==> src/rtl/ct_rtu_ereg_fflags_acc.sv <==
// ct_rtu_ereg_fflags_acc
//   Accumulates the per-entry floating-point / vxsat flag values of retiring
//   ereg entries into a sticky architectural flag register. Any bit that is
//   new to that register is pushed to CP0 over a valid/ack handshake. CP0 can
//   also overwrite the register directly with a CSR write.
//
// Ports
//   forever_cpuclk         clock
//   cpurst                 synchronous active-high reset
//   rtu_ereg_retire_vld    per-slot retire valid
//   rtu_ereg_retireN_data  per-slot accumulate value (slots 0..2)
//   cp0_ereg_fflags_wen    CSR write to fflags/vxsat
//   cp0_ereg_fflags_wdata  CSR write data
//   cp0_ereg_upd_ack       CP0 accepted the pending update
//   ereg_cp0_upd_vld       update request to CP0
//   ereg_cp0_upd_data      full new sticky value offered to CP0
//   ereg_cp0_acc_value     current sticky value
//   ereg_top_idle          nothing in flight (used upstream for clock gating)
module ct_rtu_ereg_fflags_acc #(
  parameter int RETIRE_W = 3,
  parameter int FLAG_W   = 6
) (
  input  logic                forever_cpuclk,
  input  logic                cpurst,
  input  logic [RETIRE_W-1:0] rtu_ereg_retire_vld,
  input  logic [FLAG_W-1:0]   rtu_ereg_retire0_data,
  input  logic [FLAG_W-1:0]   rtu_ereg_retire1_data,
  input  logic [FLAG_W-1:0]   rtu_ereg_retire2_data,
  input  logic                cp0_ereg_fflags_wen,
  input  logic [FLAG_W-1:0]   cp0_ereg_fflags_wdata,
  input  logic                cp0_ereg_upd_ack,
  output logic                ereg_cp0_upd_vld,
  output logic [FLAG_W-1:0]   ereg_cp0_upd_data,
  output logic [FLAG_W-1:0]   ereg_cp0_acc_value,
  output logic                ereg_top_idle
);

  typedef enum logic {
    IDLE = 1'b0,
    REQ  = 1'b1
  } state_t;

  state_t            state, state_nxt;

  logic              vld_p1, vld_p1_nxt;
  logic [FLAG_W-1:0] data_p1, data_p1_nxt;
  logic [FLAG_W-1:0] pend_p2, pend_p2_nxt;
  logic [FLAG_W-1:0] sticky, sticky_nxt;
  logic [FLAG_W-1:0] upd_data, upd_data_nxt;
  logic              upd_vld_nxt;
  logic              idle, idle_nxt;
  logic [FLAG_W-1:0] clr_mask;
  logic [FLAG_W-1:0] retire_or;

  // Only valid slots contribute; invalid-slot data may be stale garbage.
  always_comb begin
    retire_or = ({FLAG_W{rtu_ereg_retire_vld[0]}} & rtu_ereg_retire0_data)
              | ({FLAG_W{rtu_ereg_retire_vld[1]}} & rtu_ereg_retire1_data)
              | ({FLAG_W{rtu_ereg_retire_vld[2]}} & rtu_ereg_retire2_data);
  end

  always_comb begin
    // ---- stage S1: merge retire slots ----
    vld_p1_nxt   = |rtu_ereg_retire_vld;
    data_p1_nxt  = retire_or;

    state_nxt    = state;
    sticky_nxt   = sticky;
    upd_data_nxt = upd_data;
    clr_mask     = '0;

    case (state)
      IDLE: begin
        // Pend bits already present in sticky carry no news; drop them so
        // the block can go idle without bothering CP0.
        clr_mask = sticky;
        if ((pend_p2 & ~sticky) != '0) begin
          state_nxt    = REQ;
          upd_data_nxt = sticky | pend_p2;
        end
      end
      REQ: begin
        // upd_data stays frozen until CP0 accepts it; later arrivals wait
        // in pend for the next request.
        if (cp0_ereg_upd_ack) begin
          sticky_nxt = upd_data;
          clr_mask   = upd_data;
          state_nxt  = IDLE;
        end
      end
      default: state_nxt = IDLE;
    endcase

    // ---- stage S2: accumulate into pend ----
    pend_p2_nxt = (pend_p2 & ~clr_mask) | (vld_p1 ? data_p1 : '0);

    // A CSR write is newer than anything already in S1/S2 and wins over a
    // coincident ack. Retires presented this cycle are younger and still
    // enter S1 above.
    if (cp0_ereg_fflags_wen) begin
      sticky_nxt  = cp0_ereg_fflags_wdata;
      pend_p2_nxt = '0;
      state_nxt   = IDLE;
    end

    upd_vld_nxt = (state_nxt == REQ);
    idle_nxt    = !vld_p1_nxt && (pend_p2_nxt == '0) && (state_nxt == IDLE);
  end

  always_ff @(posedge forever_cpuclk) begin
    if (cpurst) begin
      state            <= IDLE;
      vld_p1           <= 1'b0;
      data_p1          <= '0;
      pend_p2          <= '0;
      sticky           <= '0;
      upd_data         <= '0;
      ereg_cp0_upd_vld <= 1'b0;
      idle             <= 1'b1;
    end else begin
      state            <= state_nxt;
      vld_p1           <= vld_p1_nxt;
      data_p1          <= data_p1_nxt;
      pend_p2          <= pend_p2_nxt;
      sticky           <= sticky_nxt;
      upd_data         <= upd_data_nxt;
      ereg_cp0_upd_vld <= upd_vld_nxt;
      idle             <= idle_nxt;
    end
  end

  assign ereg_cp0_upd_data  = upd_data;
  assign ereg_cp0_acc_value = sticky;
  assign ereg_top_idle      = idle;

endmodule

==> config.mk <==
export PLATFORM = sky130hd
export DESIGN_NAME = ct_rtu_ereg_fflags_acc
export DESIGN_NICKNAME = d
export VERILOG_FILES = /design/src/rtl/ct_rtu_ereg_fflags_acc.sv
export SDC_FILE = /design/constraint.sdc
export NUM_CORES = 1
export LEC_CHECK = 0
export CAP_MARGIN = 25
export CORE_MARGIN = 2
export CORE_UTILIZATION = 40
export CTS_CLUSTER_DIAMETER = 80
export DETAILED_ROUTE_END_ITERATION = 7
export PLACE_DENSITY = 0.76
export REMOVE_ABC_BUFFERS = 1
export SLEW_MARGIN = 20
export SYNTH_ARGS = -nofsm -noshare
export SYNTH_HDL_FRONTEND = slang
export SYNTH_SLANG_ARGS = --single-unit
==> constraint.sdc <==
create_clock -name forever_cpuclk -period 1.64 [get_ports forever_cpuclk]
set_clock_uncertainty 0.2 [all_clocks]
set_input_delay 0.164 -clock forever_cpuclk [delete_from_list [all_inputs] [get_ports forever_cpuclk]]
set_output_delay 0.164 -clock forever_cpuclk [all_outputs]
set_load 0.05 [all_outputs]
==> results.txt <==
----------------------------------------------------
[Power]
  Total power density per cell area ... about 760 nW/um2
  Max rail drop VDD ... 386 uV
  Leakage Power ... 0.761 nW

[CTS]
  Number of gates given a new drive strength after cts ... 3
  Number of sinks driven by the clock tree ... 27
  CTS buffer count ... 3
  Insertion delay to the later sink of the worst-skew pair ... 0.35 ns
  CTS H-tree lvls ... 1
  Max Buffers Root-to-Sink ... 2
  Clock-pin transition on the worst setup and hold timing paths ... ~0.16 ns
  TritonCTS clock tree ... built
  Clock root buffer master ... sky130_fd_sc_hd__clkbuf_4
  Setup Fix Bufs, Post-CTS ... 0
  Hold-fix buffers, CTS ... 0

[Finish]
  Number of antenna cells inserted ... 0
  Share of post-route cells with drive strength above 1 ... 0.305
  Total number of nets in the final design ... 222
  Area Overhead vs Synth ... 61.7%
  Final cell count without fillers ... between 200 and 250
  Utilization of the core after routing ... 0.683

[Yosys]
  Library cells used by synthesis ... 27
  Count of mapped cells out of synthesis ... 130
  Number of storage elements in the synthesis netlist ... 27
  Largest area contributor in the synthesized netlist ... sky130_fd_sc_hd__dfxtp_1
  Top cell type's share of synthesized area ... 0.416
  Synthesized cell area ... 1300 um2
  Yosys synthesis warning count ... 0
  Avg Cell Area, Syn ... 10.0 um2
  Biggest area contributors in the synthesized netlist ... sky130_fd_sc_hd__dfxtp_1, sky130_fd_sc_hd__a2111oi_4, sky130_fd_sc_hd__a211oi_1
  Fraction of the yosys area taken by sequential cells ... 0.416

[Route]
  Count of vias placed by the detailed router ... approximately 1.3k
  Total routed wirelength ... 3620 um
  Number of remaining DRC errors ... 0
  Detailed-routed wire length on met2 ... 1800 um
  Number of DRC markers in iteration 0 ... 67
  Number of nets with antenna violations after detailed routing ... 0
  Met3 Routed Length ... 272 um
  Via density per instance ... 5.50
  Pre-Repair DR Iteration Count ... 4
  Per-cell routed wire length ... 15.4 um
  Met1 layer wirelength in the final routing ... 1480 um
  Top sig layer ... met4

[Worst setup path]
  Startpoint class of the critical path ... flop
  Critical Path Fanout Max ... 2
  Delay of the slowest cell on the worst path ... about 0.51 ns
  CP Data Arrival Time ... 1.76 ns
  Req. time, crit path ... 1.75 ns
  Slowest-stage cell, CP ... sky130_fd_sc_hd__or4_1
  Kind of end point of the critical path ... flop
  Chain of cells forming the critical path ... or4_1 > o31a_1 > nor3_2 > a41o_1
  Worst Setup Path Type ... flop to flop

[Global route]
  Maximum number of pins on one net before global-route repair ... 28
  Initial antenna violation count ... 0
  Total congestion overflow after global routing ... 0
  Aggregate global-route resource usage ... 0.204
  Wire length of the first global-routing pass ... between 5000 and 6000 um
  Vias in the first global route ... 1267

[STA]
  Final Critical Period ... around 1.7 ns
  Max Clock Freq ... ~610 MHz
  Fin crit share ... 1.01
  Final setup fails ... 1
  Setup repair after global routing missed its margin ... yes
  Pins Over Slew Limit ... 0
  Worst slew margin ... 0.741
  Worst hold margin ... 0.196 ns
  Worst Max-Slew Pin Slew ... 0.387 ns
  Hold violation count in the final report ... 0
  Fin worst setup slack ... -0.0106 ns

[Placed design]
  Pre-CTS setup slack ... -0.294 ns
  Global placement routability congestion ... 0.927
  DP Cell Count ... 230
  Dpl hpwl ... 2710 um
  Port Buffers ... 44

[Die]
  Starting density of the core ... 0.422
  Number of placement rows ... 20
  Floorplan die height ... 61.0 um
  Total I/O pin count ... 45
  Die Area ... ~3700 um2
  Area of the core ... 3080 um2
  Die width ... around 61 um

[Job]
  Max-cap violations ... 0

[Run status]
  Status ... finished, violations left
  Violated checks ... setup timing

[Worst hold path]
  Hold/Removal Path Class ... input pin to flop

----------------------------------------------------
[cell type report]
class | count | area (um2)
fill | 238 | 976
clock buffer | 3 | 22.5
inverter | 13 | 53.8
tap | 44 | 55.1
timing repair buffer | 62 | 678
sequential | 27 | 546
clock inverter | 1 | 7.51
multi-input combinational | 84 | 739
[stage by stage]
stage | setup TNS, ns | total power, mW | cell area [um2]
detailed placement | -1.00 | 1.26 | 2000
CTS | -0.0376 | 1.56 | 2040
global route | -0.0795 | 1.65 | 2100
floorplan | -2.92 | 0.973 | 1270
global placement | -0.753 | 1.25 | 2000
finish | -0.0106 | 1.59 | 2100
[cells in the mapped netlist]
cell                        count
sky130_fd_sc_hd__a211oi_1      12
sky130_fd_sc_hd__a21o_1         1
sky130_fd_sc_hd__a222oi_1       6
sky130_fd_sc_hd__nor2_1        14
sky130_fd_sc_hd__nand2_1        1
sky130_fd_sc_hd__nor3_1         7
sky130_fd_sc_hd__o2111a_1       1
sky130_fd_sc_hd__inv_6          1
sky130_fd_sc_hd__o31a_1         1
sky130_fd_sc_hd__a21oi_1        6
sky130_fd_sc_hd__clkbuf_1       3
sky130_fd_sc_hd__and3_1         6
sky130_fd_sc_hd__a31o_2         1
sky130_fd_sc_hd__or4_1          1
sky130_fd_sc_hd__nor2b_1        7
sky130_fd_sc_hd__buf_6          1
sky130_fd_sc_hd__nor3_2         1
sky130_fd_sc_hd__a41o_1         1
sky130_fd_sc_hd__buf_2          1
sky130_fd_sc_hd__dfxtp_1       27
sky130_fd_sc_hd__inv_1         12
sky130_fd_sc_hd__a2111oi_4      6
sky130_fd_sc_hd__nand2b_1       4
sky130_fd_sc_hd__o22a_1         1
sky130_fd_sc_hd__nor4_1         1
sky130_fd_sc_hd__a2111oi_0      6
sky130_fd_sc_hd__buf_1          1
[layout by cell type (no fill, tap or decap), drive strengths merged, types with 3 or more instances in the layout]
cell,synthesis,layout
a211oi,12,12
inv,13,13
and3,6,6
nor3,8,8
a222oi,6,6
buf,3,32
a21oi,6,6
nor2b,7,7
dfxtp,27,27
nor2,14,14
clkbuf,3,3
a2111oi,12,12
clkdlybuf4s50,0,30
nand2b,4,4
[power by group]
part	switching, mW	leakage (nW)	internal (mW)	total, mW
logic	0.274	0.523	0.264	0.538
clock network	0.217	0.0139	0.0939	0.311
registers	0.0356	0.224	0.704	0.740
total	0.527	0.761	1.06	1.59
[routing by layer]
layer | vias up | GRT usage
li1 | 618 | -
met4 | 0 | 0.109
met2 | 62 | 0.350
met1 | 601 | 0.229
met5 | - | 0
met3 | 5 | 0.0588
[critical path: cells and delay by family (launching register included)]
kind | cells | cell delay (ns)
flops | 1 | 0.35
simple gates | 2 | 0.62
compound gates | 2 | 0.44
[registers in the layout, summed over array words and instances, names as in the netlist]
name                cells
ereg_cp0_upd_data       6
pend_p2                 6
ereg_top_idle           1
data_p1                 6
vld_p1                  1
state                   1
ereg_cp0_acc_value      6
[logic make-up after synthesis]
kind of cell / after synthesis / synth area share
AOI/OAI and AO/OA: 42 / 0.348
buffers and inverters: 19 / 0.0654
DFF: 27 / 0.416
and+or+nand+nor: 42 / 0.170
[worst paths after layout]
| check | start | endpoint | slack, ns | depth (start not counted) |
|---|---|---|---|---|
| setup / recovery | data_p1[4]$_SDFF_PP0_ | ereg_top_idle$_SDFF_PP1_ | -0.01 | 4 |
| hold / removal | cp0_ereg_fflags_wdata[3] | ereg_cp0_acc_value[3]$_SDFFE_PP0P_ | 0.20 | 3 |
| setup reg to reg | data_p1[4]$_SDFF_PP0_ | ereg_top_idle$_SDFF_PP1_ | -0.01 | 4 |
| hold reg to reg | ereg_cp0_upd_data[5]$_SDFFE_PP0P_ | ereg_cp0_upd_data[5]$_SDFFE_PP0P_ | 0.29 | 2 |
Power figures use the tool's default switching activity.
